### src/rtl/keypad_event_ctrl.sv
// Keypad event controller: turns scanner key reports into a Hack KBD value and a
// show-ahead FIFO of press/auto-repeat events with sticky overflow status.
module keypad_event_ctrl #(
  parameter int FIFO_DEPTH     = 8,
  parameter int REPEAT_DELAY   = 12500000,
  parameter int REPEAT_RATE    = 2500000,
  parameter int RELEASE_CYCLES = 64,
  parameter bit REPEAT_EN      = 1'b1
) (
  input  logic                          clk,
  input  logic                          rst_n,
  input  logic [3:0]                    key_index,
  input  logic                          key_valid,
  input  logic                          keys_down,
  output logic [15:0]                   kbd_code,
  output logic [7:0]                    evt_code,
  output logic                          evt_valid,
  input  logic                          evt_ready,
  output logic                          evt_repeat,
  output logic                          overflow,
  input  logic                          overflow_clr,
  output logic [$clog2(FIFO_DEPTH):0]   fifo_level
);

  localparam int AW   = $clog2(FIFO_DEPTH);
  localparam int MAXP = (REPEAT_DELAY > REPEAT_RATE)
                        ? ((REPEAT_DELAY > RELEASE_CYCLES) ? REPEAT_DELAY : RELEASE_CYCLES)
                        : ((REPEAT_RATE > RELEASE_CYCLES) ? REPEAT_RATE : RELEASE_CYCLES);
  localparam int CW   = $clog2(MAXP + 1);

  localparam logic [CW-1:0] DELAY_LD = CW'(REPEAT_DELAY - 1);
  localparam logic [CW-1:0] RATE_LD  = CW'(REPEAT_RATE - 1);
  // The cycle that enters RELEASING is the first low cycle, so the count ends two short.
  localparam logic [CW-1:0] REL_LAST = CW'((RELEASE_CYCLES > 1) ? RELEASE_CYCLES - 2 : 0);
  localparam logic [AW:0]   FULL_LVL = (AW+1)'(FIFO_DEPTH);

  localparam logic [1:0] IDLE      = 2'd0;
  localparam logic [1:0] HELD      = 2'd1;
  localparam logic [1:0] REPEAT    = 2'd2;
  localparam logic [1:0] RELEASING = 2'd3;

  function automatic logic [7:0] key_ascii(input logic [3:0] idx);
    logic [7:0] a;
    case (idx)
      4'd0:  a = 8'h31;  4'd1:  a = 8'h32;  4'd2:  a = 8'h33;  4'd3:  a = 8'h41;
      4'd4:  a = 8'h34;  4'd5:  a = 8'h35;  4'd6:  a = 8'h36;  4'd7:  a = 8'h42;
      4'd8:  a = 8'h37;  4'd9:  a = 8'h38;  4'd10: a = 8'h39;  4'd11: a = 8'h43;
      4'd12: a = 8'h2A;  4'd13: a = 8'h30;  4'd14: a = 8'h23;  default: a = 8'h44;
    endcase
    return a;
  endfunction

  logic [1:0]    state, state_n, ret_state, ret_n;
  logic [CW-1:0] rpt_cnt, rpt_n, rel_cnt, rel_n;
  logic [7:0]    held_code, code_n;
  logic          push, push_rpt, tick;
  logic [7:0]    push_code;

  always_comb begin
    state_n  = state;
    ret_n    = ret_state;
    rpt_n    = rpt_cnt;
    rel_n    = rel_cnt;
    code_n   = held_code;
    push     = 1'b0;
    push_rpt = 1'b0;
    tick     = 1'b0;
    if (key_valid) begin
      code_n  = key_ascii(key_index);
      push    = 1'b1;
      rpt_n   = DELAY_LD;
      state_n = HELD;
    end else begin
      case (state)
        HELD, REPEAT: begin
          if (!keys_down) begin
            state_n = RELEASING;
            ret_n   = state;
            rel_n   = '0;
          end else begin
            tick = 1'b1;
          end
        end
        RELEASING: begin
          if (keys_down) begin
            state_n = ret_state;
            tick    = 1'b1;
          end else if (rel_cnt == REL_LAST) begin
            state_n = IDLE;
            code_n  = '0;
          end else begin
            rel_n = rel_cnt + 1'b1;
          end
        end
        default: ;
      endcase
      // Resuming from RELEASING counts that cycle, so a glitch delays repeats by exactly its length.
      if (tick && REPEAT_EN) begin
        if (rpt_cnt == '0) begin
          push     = 1'b1;
          push_rpt = 1'b1;
          rpt_n    = RATE_LD;
          state_n  = REPEAT;
        end else begin
          rpt_n = rpt_cnt - 1'b1;
        end
      end
    end
    push_code = key_valid ? key_ascii(key_index) : held_code;
  end

  always_ff @(posedge clk or negedge rst_n) begin
    if (!rst_n) begin
      state     <= IDLE;
      ret_state <= IDLE;
      rpt_cnt   <= '0;
      rel_cnt   <= '0;
      held_code <= '0;
    end else begin
      state     <= state_n;
      ret_state <= ret_n;
      rpt_cnt   <= rpt_n;
      rel_cnt   <= rel_n;
      held_code <= code_n;
    end
  end

  logic [8:0]    mem [FIFO_DEPTH];
  logic [AW-1:0] wr_ptr, rd_ptr;
  logic [AW:0]   count;
  logic          empty, full, pop, accept, drop;

  assign empty  = (count == '0);
  assign full   = (count == FULL_LVL);
  assign pop    = evt_ready && !empty;
  assign accept = push && (!full || pop);
  assign drop   = push && full && !pop;

  always_ff @(posedge clk or negedge rst_n) begin
    if (!rst_n) begin
      wr_ptr   <= '0;
      rd_ptr   <= '0;
      count    <= '0;
      overflow <= 1'b0;
    end else begin
      if (accept) wr_ptr <= wr_ptr + 1'b1;
      if (pop)    rd_ptr <= rd_ptr + 1'b1;
      case ({accept, pop})
        2'b10:   count <= count + 1'b1;
        2'b01:   count <= count - 1'b1;
        default: count <= count;
      endcase
      if (drop)              overflow <= 1'b1;
      else if (overflow_clr) overflow <= 1'b0;
    end
  end

  always_ff @(posedge clk) begin
    if (accept) mem[wr_ptr] <= {push_rpt, push_code};
  end

  assign kbd_code   = {8'h00, held_code};
  assign evt_valid  = !empty;
  assign evt_code   = empty ? 8'h00 : mem[rd_ptr][7:0];
  assign evt_repeat = !empty && mem[rd_ptr][8];
  assign fifo_level = count;

endmodule

### config.mk
export PLATFORM = sky130hd
export DESIGN_NAME = keypad_event_ctrl
export DESIGN_NICKNAME = d
export VERILOG_FILES = /design/src/rtl/keypad_event_ctrl.sv
export SDC_FILE = /design/constraint.sdc
export NUM_CORES = 1
export LEC_CHECK = 0
export CORE_ASPECT_RATIO = 1.25
export CORE_MARGIN = 2
export CORE_UTILIZATION = 40
export CTS_BUF_LIST = sky130_fd_sc_hd__clkbuf_4 sky130_fd_sc_hd__clkbuf_8
export DETAILED_ROUTE_END_ITERATION = 16
export GPL_TIMING_DRIVEN = 0
export PLACE_DENSITY_LB_ADDON = 0.2
export SLEW_MARGIN = 20
export SYNTH_ARGS = -nofsm -noshare
export SYNTH_HDL_FRONTEND = slang
export SYNTH_SLANG_ARGS = --single-unit
export TNS_END_PERCENT = 1
### constraint.sdc
create_clock -name clk -period 3.2 [get_ports clk]
set_clock_uncertainty 0.15 [all_clocks]
set_input_delay 0.32 -clock clk [delete_from_list [all_inputs] [get_ports clk]]
set_output_delay 0.32 -clock clk [all_outputs]
set_load 0.05 [all_outputs]
After elaboration in Yosys (flattened, before gate mapping)
Memory sizes are Yosys's and may differ from the RTL's.
Index checks and enable logic that the tools add are counted.
Cells by class
  reductions and logical operators: 22
  equality and inequality tests: 11
  multiplexer cells: 32
  bitwise logic cells: 2
  add/sub/neg operators: 6
Operators by type and width (count)
  $mux 24: 6
  $mux 8: 6
  $pmux 24 s2: 1
  $add 24x1->24 const B: 1
  $eq 24x6->1 const B: 1
  $logic_not 24->1: 1
  $sub 24x1->24 const B: 1
  $mux 2: 6
  $reduce_bool 2->1: 6
  $mux 1: 11
  $ne 2x2->1 const B: 4
  $pmux 4 s2: 1
  $add 3x1->3 const B: 2
  $eq 2x2->1 const B: 3
  $reduce_and 3->1: 2
  $logic_and 1x1->1: 5
  $reduce_and 5->1: 1
  $add 4x1->4 const B: 1
  $eq 2x1->1 const B: 2
  $eq 4x4->1 const B: 1
  $logic_not 4->1: 1
  $pmux 2 s2: 1
  $sub 4x1->4 const B: 1
  $logic_not 1->1: 3
  other kinds (4): 5
Word-level totals
  word-level logic and storage cells: 85
  output and inout port bits: 31
  input port bits: 10
  memories kept: 3
  register bits: 71
  bits in read-only memories: 224
  bits in writable memories: 72
Memory list
  (no name shown): words 16, bits a word 7, rd ports 1, clocked after Yosys merged registers in 0, wr ports 0, line 44  | case (idx)
  (no name shown): words 16, bits a word 7, rd ports 1, clocked after Yosys merged registers in 0, wr ports 0, line 44
  mem: words 8, bits a word 9, rd ports 1, clocked after Yosys merged registers in 0, wr ports 1, line 128  | logic [8:0] mem [FIFO_DEPTH];

Logic depth before layout (Yosys ltp)
  depth after elaboration: 9
  mapped depth: 11
  gate-level depth less buffers: 11

Least setup slack after synthesis
No wires, ideal clock.
  path type: reg2reg
  start: reg rpt_cnt[17]
  end: mem mem[4][0], enable pin
  clock period less this slack: 3.229 ns
  buffers on the path: 1
  stages on the path, launching flop included: 7
  setup time: 0.398 ns
  path slack: -0.029 ns
  arrival: 2.681 ns
  required time: 2.652 ns
  cell sequence: dfrtp_1 -> or3_4 -> or3_1 -> buf_6 -> o31ai_4 -> nand2_2 -> nor4b_1
Between the ends
  word-level cells in the longest chain between the ends: 7
Ends and longest elaborated chain
  from (decl): line 54  | logic [CW-1:0] rpt_cnt, rpt_n, rel_cnt, rel_n;
  from (signal assigned): line 122  | rpt_cnt <= rpt_n;
  $logic_not 24->1: line 99  | if (rpt_cnt == '0) begin
  $mux 1: line 99
  $mux 1: line 98  | if (tick && REPEAT_EN) begin
  $mux 1: line 68  | if (key_valid) begin
  $logic_and 1x1->1: line 136  | assign accept = push && (!full || pop);
  $mux 1: line 159  | if (accept) mem[wr_ptr] <= {push_rpt, push_code};
  $mux 1 (not written as such): line 159
  to (decl): line 128
No other way between the ends.

Final worst setup path
  start: reg state[0]
  end: mem mem[4][0], enable pin
Between the ends
  word-level cells in the longest chain between the ends: 9
  elaborated cells on any way between the ends: 11
  classes of those cells: 3 x eq/ne; 6 x mux; 2 x reduce/logical
Ends and longest elaborated chain
  from (decl): line 53  | logic [1:0] state, state_n, ret_state, ret_n;
  from (signal assigned): line 120  | state <= state_n;
  $eq 2x2->1 / $eq 2x1->1 (equally long branches): line 74  | case (state)
  $reduce_or 3->1 (no source line) *
  $mux 1 *
  $mux 1 *: line 68
  $mux 1 *: line 98
  $mux 1 *: line 68
  $logic_and 1x1->1 *: line 136
  $mux 1 *: line 159
  $mux 1 (not written as such) *: line 159
Mark *: on every way between the ends. The rest lies on a longest branch, timed or not. The select of a mux whose other input is x is not followed.

==> results.ini <==
[grt]
grt_antenna_before_repair=0
grt_pass1_vias=4574
gr-total-overflow=0
grtUsageTotal=0.1672
grt_pass1_wl_um=23270
grt_max_degree=56

[timing]
period_minus_slack_ps=3086
setup_viol=0
worst_pin_slew_ps=942.5
tns_ps=0
max_slew_margin=0.3650
fmax_mhz=324.1
slew_viol_final=0
fin_crit_sh=0.9643
rsz0062_at_grt=yes
hold_viol=0

[route]
post-route-drc-count=0
drt_iter0_markers=274
ant_nets=0
wl_per_cell_um=16.30
drt-vias-per-instance=5.317
dr.pass1.iters=4
totalWireLength_um=14030
vias=4578

[critical_path]
cp-start-kind=flop
arrival_ps=3080
rrSetupSlack_ps=110
required_ps=3200
cp_max_fo=7
critPathKind=flop to flop
endpoint_kind=flop

[placed_design]
place.gp.congestion=0.7932
dp_cells=828
dp_hpwl_um=9818
io_buffers=28
placed_cell_area_um2=7336

[die]
dieHeight_um=148.6
fp.coreArea_um2=16270
num_rows=52
io_pins=41
floorplan.initialDensity=0.4112
die_w_um=119.7
dieArea_um2=17780

[final_layout]
final_common_cell=dfrtp_1
syn2layout_area_growth_pct=16.26
layout_common_cells=dfrtp_1, edfxtp_1, nor2_1
final_core_util=0.4780
n_antenna_cell=0
fin_area_um2=7775
layout-drive-gt1-share=0.1488
instances_no_fill=861
fin_nets=656

[pwr]
power_density_nw_per_um2=706.1
total_power_mw=5.490
ir_drop_uv=245.1
leakagePower_nw=2.896

[clocking]
cts-htree-levels=4
clk_path_buf_depth=2
cts-root-buf=clkbuf_8
cts_buffers=17
cts_sinks=134
clkLatencyLatePin_ps=450
cts_tree=built
path_clk_slew_ps=80

[synth]
synth_ff_type=dfrtp_1
synthArstFlopShare=0.5224
synth-edff-count=64
synth_area_per_cell_um2=11.71
synth-seq-cells=134
ys_seq_area_frac=0.5493
netlist-cell-type-count=62
synth_area_um2=6688
syn_inst=571
yosysWarnings=0

[job]
drv_cap=0

[worst_hold_path]
hold_class=primary input to asynchronous set/reset pin

[outcome]
outcome=finished, final reports clean

-- path summary, 6_finish.rpt --
path | from | endpoint | cells past startpoint
min reg2reg | ret_state[1] | ret_state[1] | 2
min in group clk | key_index[2] | held_code[1] | 4
max in group asynchronous | rst_n | rpt_cnt[20] | 3
max reg2reg | state[0] | mem[4][0] | 9
max | state[0] | mem[4][0] | 9
min | rst_n | rel_cnt[13] | 2
-- per-stage QoR --
step / hold slack [ps] / setup slack, ps
after global placement: 319.4 / -1071
after CTS: 121.6 / -50.26
final: 125.1 / 114.3
after global routing: 141.1 / -141.2
after detailed placement: 63.59 / -158.9
after floorplan: -125.6 / -28.74
-- critical path, stage by stage, from the launching register on --
cell and delay, ps:
dfrtp_1 390, inv_1 90, ha_1 260, nor2b_1 120
clkbuf_1 270, nand4b_1 250, o31ai_4 320, nand2_2 220
nor4b_4 430, buf_2 270
-- cell usage after synthesis, drive strengths merged (2+ instances only) --
cell type	n	area share
nand3	17	0.015
a211oi	2	0.0030
nand4b	4	0.0052
a21oi	13	0.0097
and3	3	0.0028
o211a	3	0.0045
nor3	21	0.016
ha	14	0.026
o211ai	4	0.0045
o31ai	6	0.0088
a31o	3	0.0039
xor2	3	0.0039
nor3b	4	0.0060
and2	2	0.0019
a21boi	2	0.0022
mux4	16	0.054
mux2i	12	0.018
nand4	5	0.0047
xnor2	32	0.042
o21a	4	0.0045
nor4	22	0.026
clkbuf	16	0.0090
or3	8	0.0082
buf	19	0.019
a221o	2	0.0030
nor2b	4	0.0037
o21ai	31	0.023
nand2b	3	0.0028
a31oi	6	0.0056
inv	25	0.014
nand2	48	0.027
a21o	2	0.0022
mux2	7	0.013
dfrtp	70	0.26
edfxtp	64	0.29
nor4b	5	0.0065
and4	8	0.010
nor2	52	0.029
-- cell type report --
cell class,count,area (um^2)
plain buffers,34,188.9
multi-input cells,386,2849
repair buffers,34,340.3
well taps,216,270.3
fillers,1485,8491
inverters,25,93.84
clock inverters,13,110.1
clock buffers,19,249.0
flip-flops and latches,134,3674
-- per-layer routing --
metal / track usage / share of wire / vias up
li1: - / - / 2199
met1: 0.2124 / 0.45 / 2259
met2: 0.2800 / 0.50 / 95
met3: 0.03796 / 0.040 / 25
met4: 0.06176 / 0.017 / 0
met5: 0 / 0 / -
-- flip-flops by register name (all words and copies together) (netlist names) --
register,cells
overflow,1
rel_cnt,24
mem,64
state,2
ret_state,2
rpt_cnt,24
wr_ptr,3
fifo_level,4
rd_ptr,3
held_code,7
-- power by group --
group / switching [mW] / internal, mW
registers: 0.185 / 2.06
clock network: 0.671 / 0.623
logic: 1.22 / 0.726
total: 2.08 / 3.41
-- logic make-up after synthesis --
kind of cell,count (synthesis),share of synthesized area
other,1,0.0005607
AND/OR/NAND/NOR,210,0.1714
adder cells (fa/ha/maj),14,0.02619
flip-flops,134,0.5493
AO/OA/AOI/OAI,82,0.08026
buffers and inverters,60,0.04172
XOR/XNOR,35,0.04584
multiplexers,35,0.08475
-- repair_timing --
action | 4_1_cts | 5_1_grt
buffers inserted | 0 | 1
endpoints found under the setup margin | 45 | 64
cloned | 0 | 0
hold buffers | 1 | 0
gates resized for setup | 14 | 7
endpoints found under the hold margin | 70 | 0
pin swaps | 0 | 1
(Power assumes the default switching activity.)
